## src/rtl/regfile_pkg.sv

```systemverilog
// regfile_pkg: shared defaults for the scoreboarded register file.
//   XLEN_DEFAULT   - default data width in bits
//   NREG_DEFAULT   - default register count (power of two, >= 2)
//   ADDR_W_DEFAULT - register address width for the default register count
//   ZERO_REG       - index of the hardwired zero register
package regfile_pkg;

    localparam int unsigned XLEN_DEFAULT   = 32;
    localparam int unsigned NREG_DEFAULT   = 32;
    localparam int unsigned ADDR_W_DEFAULT = $clog2(NREG_DEFAULT);
    localparam int unsigned ZERO_REG       = 0;

endpackage

```

## src/rtl/regfile_scoreboard.sv

```systemverilog
// regfile_scoreboard: one pending bit per register, marking an outstanding write.
// Ports:
//   clk_i              clock, state updates on rising edge
//   reset_i            synchronous active-high reset, clears every pending bit
//   set_i, set_addr_i  issue: mark set_addr_i pending
//   clr_i, clr_addr_i  write-back: clear clr_addr_i
//   rd_addr1_i/2_i     lookup addresses
//   pend1_o/2_o        stored pending bit at each lookup address
// The zero register is never pending. When set and clear hit the same register in
// one cycle, set wins: the newly issued instruction is the outstanding producer.
module regfile_scoreboard
    import regfile_pkg::*;
#(
    parameter  int unsigned NREG   = NREG_DEFAULT,
    localparam int unsigned ADDR_W = $clog2(NREG)
) (
    input  logic              clk_i,
    input  logic              reset_i,
    input  logic              set_i,
    input  logic [ADDR_W-1:0] set_addr_i,
    input  logic              clr_i,
    input  logic [ADDR_W-1:0] clr_addr_i,
    input  logic [ADDR_W-1:0] rd_addr1_i,
    input  logic [ADDR_W-1:0] rd_addr2_i,
    output logic              pend1_o,
    output logic              pend2_o
);

    logic [NREG-1:0] pending_q;
    logic [NREG-1:0] pending_d;

    always_comb begin
        pending_d = pending_q;
        // Clear first so a same-cycle set overrides it.
        if (clr_i && (clr_addr_i != ADDR_W'(ZERO_REG))) begin
            pending_d[clr_addr_i] = 1'b0;
        end
        if (set_i && (set_addr_i != ADDR_W'(ZERO_REG))) begin
            pending_d[set_addr_i] = 1'b1;
        end
        pending_d[ZERO_REG] = 1'b0;
    end

    always_ff @(posedge clk_i) begin
        if (reset_i) begin
            pending_q <= '0;
        end else begin
            pending_q <= pending_d;
        end
    end

    assign pend1_o = pending_q[rd_addr1_i];
    assign pend2_o = pending_q[rd_addr2_i];

endmodule

```

## src/rtl/register_file_sb.sv

```systemverilog
// register_file_sb: NREG x XLEN register file, one write port, two bypassed
// combinational read ports, hardwired zero register, per-register pending scoreboard.
// Ports:
//   clk, reset (sync, active-high)
//   Read_register1/2 -> Read_data1/2, Read_pending1/2   combinational reads
//   RegWrite, Write_register, Write_data                 write-back port
//   Issue, Issue_register                                marks destination pending
// A read of the register being written this cycle returns Write_data with pending 0,
// so decode sees the value it would otherwise have to wait one cycle for.
module register_file_sb
    import regfile_pkg::*;
#(
    parameter  int unsigned XLEN   = XLEN_DEFAULT,
    parameter  int unsigned NREG   = NREG_DEFAULT,
    localparam int unsigned ADDR_W = $clog2(NREG)
) (
    input  logic              clk,
    input  logic              reset,
    input  logic [ADDR_W-1:0] Read_register1,
    input  logic [ADDR_W-1:0] Read_register2,
    output logic [XLEN-1:0]   Read_data1,
    output logic [XLEN-1:0]   Read_data2,
    output logic              Read_pending1,
    output logic              Read_pending2,
    input  logic              RegWrite,
    input  logic [ADDR_W-1:0] Write_register,
    input  logic [XLEN-1:0]   Write_data,
    input  logic              Issue,
    input  logic [ADDR_W-1:0] Issue_register
);

    logic [XLEN-1:0] regs_q [NREG];
    logic            sb_pend1;
    logic            sb_pend2;

    always_ff @(posedge clk) begin
        if (reset) begin
            for (int i = 0; i < int'(NREG); i++) begin
                regs_q[i] <= '0;
            end
        end else if (RegWrite && (Write_register != ADDR_W'(ZERO_REG))) begin
            regs_q[Write_register] <= Write_data;
        end
    end

    regfile_scoreboard #(
        .NREG (NREG)
    ) u_scoreboard (
        .clk_i      (clk),
        .reset_i    (reset),
        .set_i      (Issue),
        .set_addr_i (Issue_register),
        .clr_i      (RegWrite),
        .clr_addr_i (Write_register),
        .rd_addr1_i (Read_register1),
        .rd_addr2_i (Read_register2),
        .pend1_o    (sb_pend1),
        .pend2_o    (sb_pend2)
    );

    function automatic logic [XLEN-1:0] read_data(
        input logic [ADDR_W-1:0] addr,
        input logic [XLEN-1:0]   stored
    );
        if (addr == ADDR_W'(ZERO_REG)) begin
            return '0;
        end else if (RegWrite && (Write_register == addr)) begin
            return Write_data;
        end
        return stored;
    endfunction

    // Pending is masked while the producing write is being bypassed.
    function automatic logic read_pend(
        input logic [ADDR_W-1:0] addr,
        input logic              stored
    );
        if (addr == ADDR_W'(ZERO_REG)) begin
            return 1'b0;
        end else if (RegWrite && (Write_register == addr)) begin
            return 1'b0;
        end
        return stored;
    endfunction

    always_comb begin
        Read_data1    = read_data(Read_register1, regs_q[Read_register1]);
        Read_data2    = read_data(Read_register2, regs_q[Read_register2]);
        Read_pending1 = read_pend(Read_register1, sb_pend1);
        Read_pending2 = read_pend(Read_register2, sb_pend2);
    end

endmodule

```

## config.mk

```make
export PLATFORM = sky130hd
export DESIGN_NAME = register_file_sb
export DESIGN_NICKNAME = d
export VERILOG_FILES = /design/src/rtl/regfile_pkg.sv /design/src/rtl/regfile_scoreboard.sv /design/src/rtl/register_file_sb.sv
export SDC_FILE = /design/constraint.sdc
export NUM_CORES = 2
export LEC_CHECK = 0
export BUFFER_PORTS_ARGS = -buffer_cell sky130_fd_sc_hd__buf_4
export CAP_MARGIN = 20
export CORE_MARGIN = 1.5
export CORE_UTILIZATION = 30
export DETAILED_ROUTE_END_ITERATION = 16
export GPL_TIMING_DRIVEN = 0
export PLACE_DENSITY = 0.49
export SYNTH_ARGS = -nofsm -noshare
export SYNTH_HDL_FRONTEND = slang
export SYNTH_SLANG_ARGS = --single-unit
```

## constraint.sdc

```tcl
create_clock -name clk -period 3.7 [get_ports clk]
set_input_delay 0.74 -clock clk [delete_from_list [all_inputs] [get_ports clk]]
set_output_delay 0.74 -clock clk [all_outputs]
set_load 0.01 [all_outputs]
```

==> impl_metrics.csv <==
group,metric,value,unit
timing,worstMarginPinSlew,1.260,ns
pwr,p_per_area,452.2,nW/µm²
worst_setup_path,startpoint_type,"input port",
cells_and_area,layout_common_cells,"1024 x edfxtp_1, 993 x and2_1, 438 x mux4_2, 242 x clkbuf_1, 233 x mux2i_1",
worst_setup_path,reg2reg_slack,3.05,ns
logic_synthesis,ys_seq_area_share,55.13,%
worst_hold_path,whs_endpoint,"u_scoreboard.pending_q[2]",
drt,route.detailed.drc,0,
pwr,ir_drop,0.0003954,V
place,gp_congestion,0.9883,
logic_synthesis,synth_edf_count,1024,
worst_setup_path,cp_data_required_time,2.96,ns
cells_and_area,layout-drive-gt1-share,30.84,%
grt,grt_antenna_before_repair,27,
cells_and_area,area_delta_synth_final,24.57,%
drt,post_drt_wl_per_cell,39.50,µm
timing,fin_crit_sh,106.7,%
grt,grt_start_max_net_pins,34,
cells_and_area,final_area,70890,µm²
logic_synthesis,syn_inst,3954,
cells_and_area,num-fill-cells,17990,
grt,first_global_vias,39290,
logic_synthesis,synthArstFlopShare,0,%
timing,period_minus_slack,3.947,ns
timing,clock.fmax,253.4,MHz
die,core-area,188200,µm²
logic_synthesis,yosys-top-cells-area,"edfxtp_1 54%, mux4_2 17%, and2_1 11%, mux2i_1 4.3%, clkbuf_1 2.1%",
place,placed_cell_area,62540,µm²
clock_tree,clockRootBuffer,"clkbuf_16",
die,die_x,438.5,µm
drt,vias_per_cell,5.933,
worst_setup_path,critPathMaxFanout,8,
drt,drt_wl_total,276700,µm
clock_tree,htree_levels,4,
worst_setup_path,rr_endpoint,"u_scoreboard.pending_q[9]",
timing,setup_viol,47,
logic_synthesis,synth-seq-cells,1055,
clock_tree,clk_pin_slew,0.06,ns
run,cap_violations,0,
place,dp.cells,6674,
worst_hold_path,hold_path_depth,2,
die,rows,159,
worst_setup_path,crit-reg2reg-launch,"u_scoreboard.pending_q[9]",
timing,slew_violations,0,
place,post-dp-hpwl,200600,µm
die,ios,122,
worst_setup_path,critPathCaptureType,"output pin",
clock_tree,clk_latency,0.79,ns
die,start_util,30.24,%
worst_hold_path,hold_path_class,"input port to flip-flop",
clock_tree,numCtsBuffers,130,
logic_synthesis,ys.warnings.count,0,
timing,timing.final.ws_setup,-0.2466,ns
logic_synthesis,syn_avg_cell_area,14.39,µm²
die,dieArea,192300,µm²
logic_synthesis,synth_area_leader_cell,"edfxtp_1",
timing,rsz0062_at_grt,"yes",
clock_tree,cts_buffer_depth,3,
run_status,violations,"setup timing",
grt,globalRouteTotalUtil,28.13,%
clock_tree,clock_sinks,1055,
timing,slew_headroom,16.01,%
worst_setup_path,critical_path_class,"input port to output pin",
grt,grt_pass1_wl,360300,µm
drt,ant_nets,0,
cells_and_area,final_common_cell,"edfxtp_1",
clock_tree,tritoncts,"done",
worst_hold_path,hold_start,"Issue_register[0]",
timing,finalClockSkew,0,ns
drt,drt_iter0_markers,6585,
logic_synthesis,synth_flop_cell,"edfxtp_1",
pwr,power.leakage,24.81,nW
place,place_ws,-1.963,ns
pwr,finalPower,0.03206,W
drt,firstDrtPassIters,6,
run_status,status,"finished, violations left",
worst_setup_path,cp_data_arrival_time,3.21,ns
cells_and_area,finalNetCount,4447,
cells_and_area,stdcell_count,7006,
place,io_buffers,111,
logic_synthesis,yosysUniqueCellTypes,61,
timing,finalHoldViolCount,0,
grt,globalRouteOverflowTotal,0,
worst_setup_path,rr_worst_depth,2,
logic_synthesis,synth_area,56910,µm²
drt,num_vias,41570,
die,die_h,438.5,µm
logic_synthesis,yosysTopAreaCellShare,54.03,%
==> per-layer routing <==
| layer | track usage (%) | wire, µm | part of all wire, % |
|---|---|---|---|
| met1 | 35.84 | 105200 | 38 |
| met2 | 43.54 | 125600 | 45 |
| met3 | 6.562 | 27190 | 9.8 |
| met4 | 16.82 | 18560 | 6.7 |
| met5 | 0.02481 | 104 | 0.038 |
==> flip-flops by register name (all words and copies together) (netlist names) <==
name                    flops
regs_q                   1024
u_scoreboard.pending_q     31
==> how the worst max path moves through the flow <==
stage,to,cells after the start,from
after global placement,regs_q[27][6],4,Write_register[3]
after floorplan,regs_q[31][0],4,Write_register[3]
after global routing,Read_data2[21],9,Read_register2[0]
after CTS,Read_data2[21],9,Read_register2[0]
final,Read_data2[8],9,Read_register2[0]
after detailed placement,Read_data2[14],10,Read_register2[1]
==> synth_stat cells, types with 18 or more instances <==
cell	instances
nor2_1	48
o22ai_1	18
buf_1	24
a21o_1	27
a221o_1	45
a32o_1	33
dfxtp_1	31
mux2i_1	246
a221oi_1	111
a22oi_1	29
nand2b_1	20
o21ai_1	41
buf_2	52
and2_1	994
clkbuf_1	321
a21oi_1	102
o211ai_1	18
nor2b_1	37
o2111ai_1	27
nand2_1	90
mux4_2	438
edfxtp_1	1024
inv_1	35
==> logic make-up after synthesis <==
logic type | Yosys count | synth area share, %
AND/OR/NAND/NOR | 1245 | 13.08
flip-flops | 1055 | 55.13
multiplexers | 687 | 21.72
AO/OA/AOI/OAI | 496 | 6.559
buffers and inverters | 461 | 3.366
XOR/XNOR | 9 | 0.1385
other | 1 | 0.006590
==> worst max-delay path, stage by stage <==
cell,delay [ns]
buf_12,0.12
buf_16,0.18
buf_6,0.13
buf_16,0.17
mux4_2,0.58
mux4_2,0.57
nor2b_1,0.16
a211o_1,0.33
buf_6,0.16
==> cell type report <==
cell class,count,area [µm²],area share (%)
tap,2495,3122,4.404
timing repair buffer,277,3568,5.034
inverter,40,170.2,0.2400
clock buffer,169,3463,4.885
sequential,1055,31370,44.25
multi-input combinational,2469,25160,35.49
buffer,418,3430,4.838
clock inverter,69,570.5,0.8048
antenna,14,35.03,0.04942
==> repair_timing <==
item | in CTS | in global routing
buffers inserted | 36 | 38
pin swaps | 40 | 54
hold endpoints to repair | 0 | 0
endpoints found under the setup margin | 66 | 62
resized for setup | 685 | 166
hold buffers | 0 | 0
gates cloned | 8 | 3
==> power by group <==
part           leakage, nW  internal, W  switching, W  total, W
Combinational         12.8      0.00214       0.00328   0.00542
Sequential            10.0       0.0138      0.000337    0.0141
Clock                 1.97      0.00712       0.00542    0.0125
==> stage by stage <==
step | setup TNS (ns) | hold slack, ns | util [%]
after floorplan | 0 | 0.4410 | -
after global placement | -1031.06 | 0.4591 | 32.40
after detailed placement | -106.18 | 0.4620 | 33.23
after CTS | -4.569 | 0.1697 | 37.04
after global routing | -4.662 | 0.2048 | 37.66
final | -5.676 | 0.2080 | 37.67
Note: power is estimated with default switching activity, not from simulation.
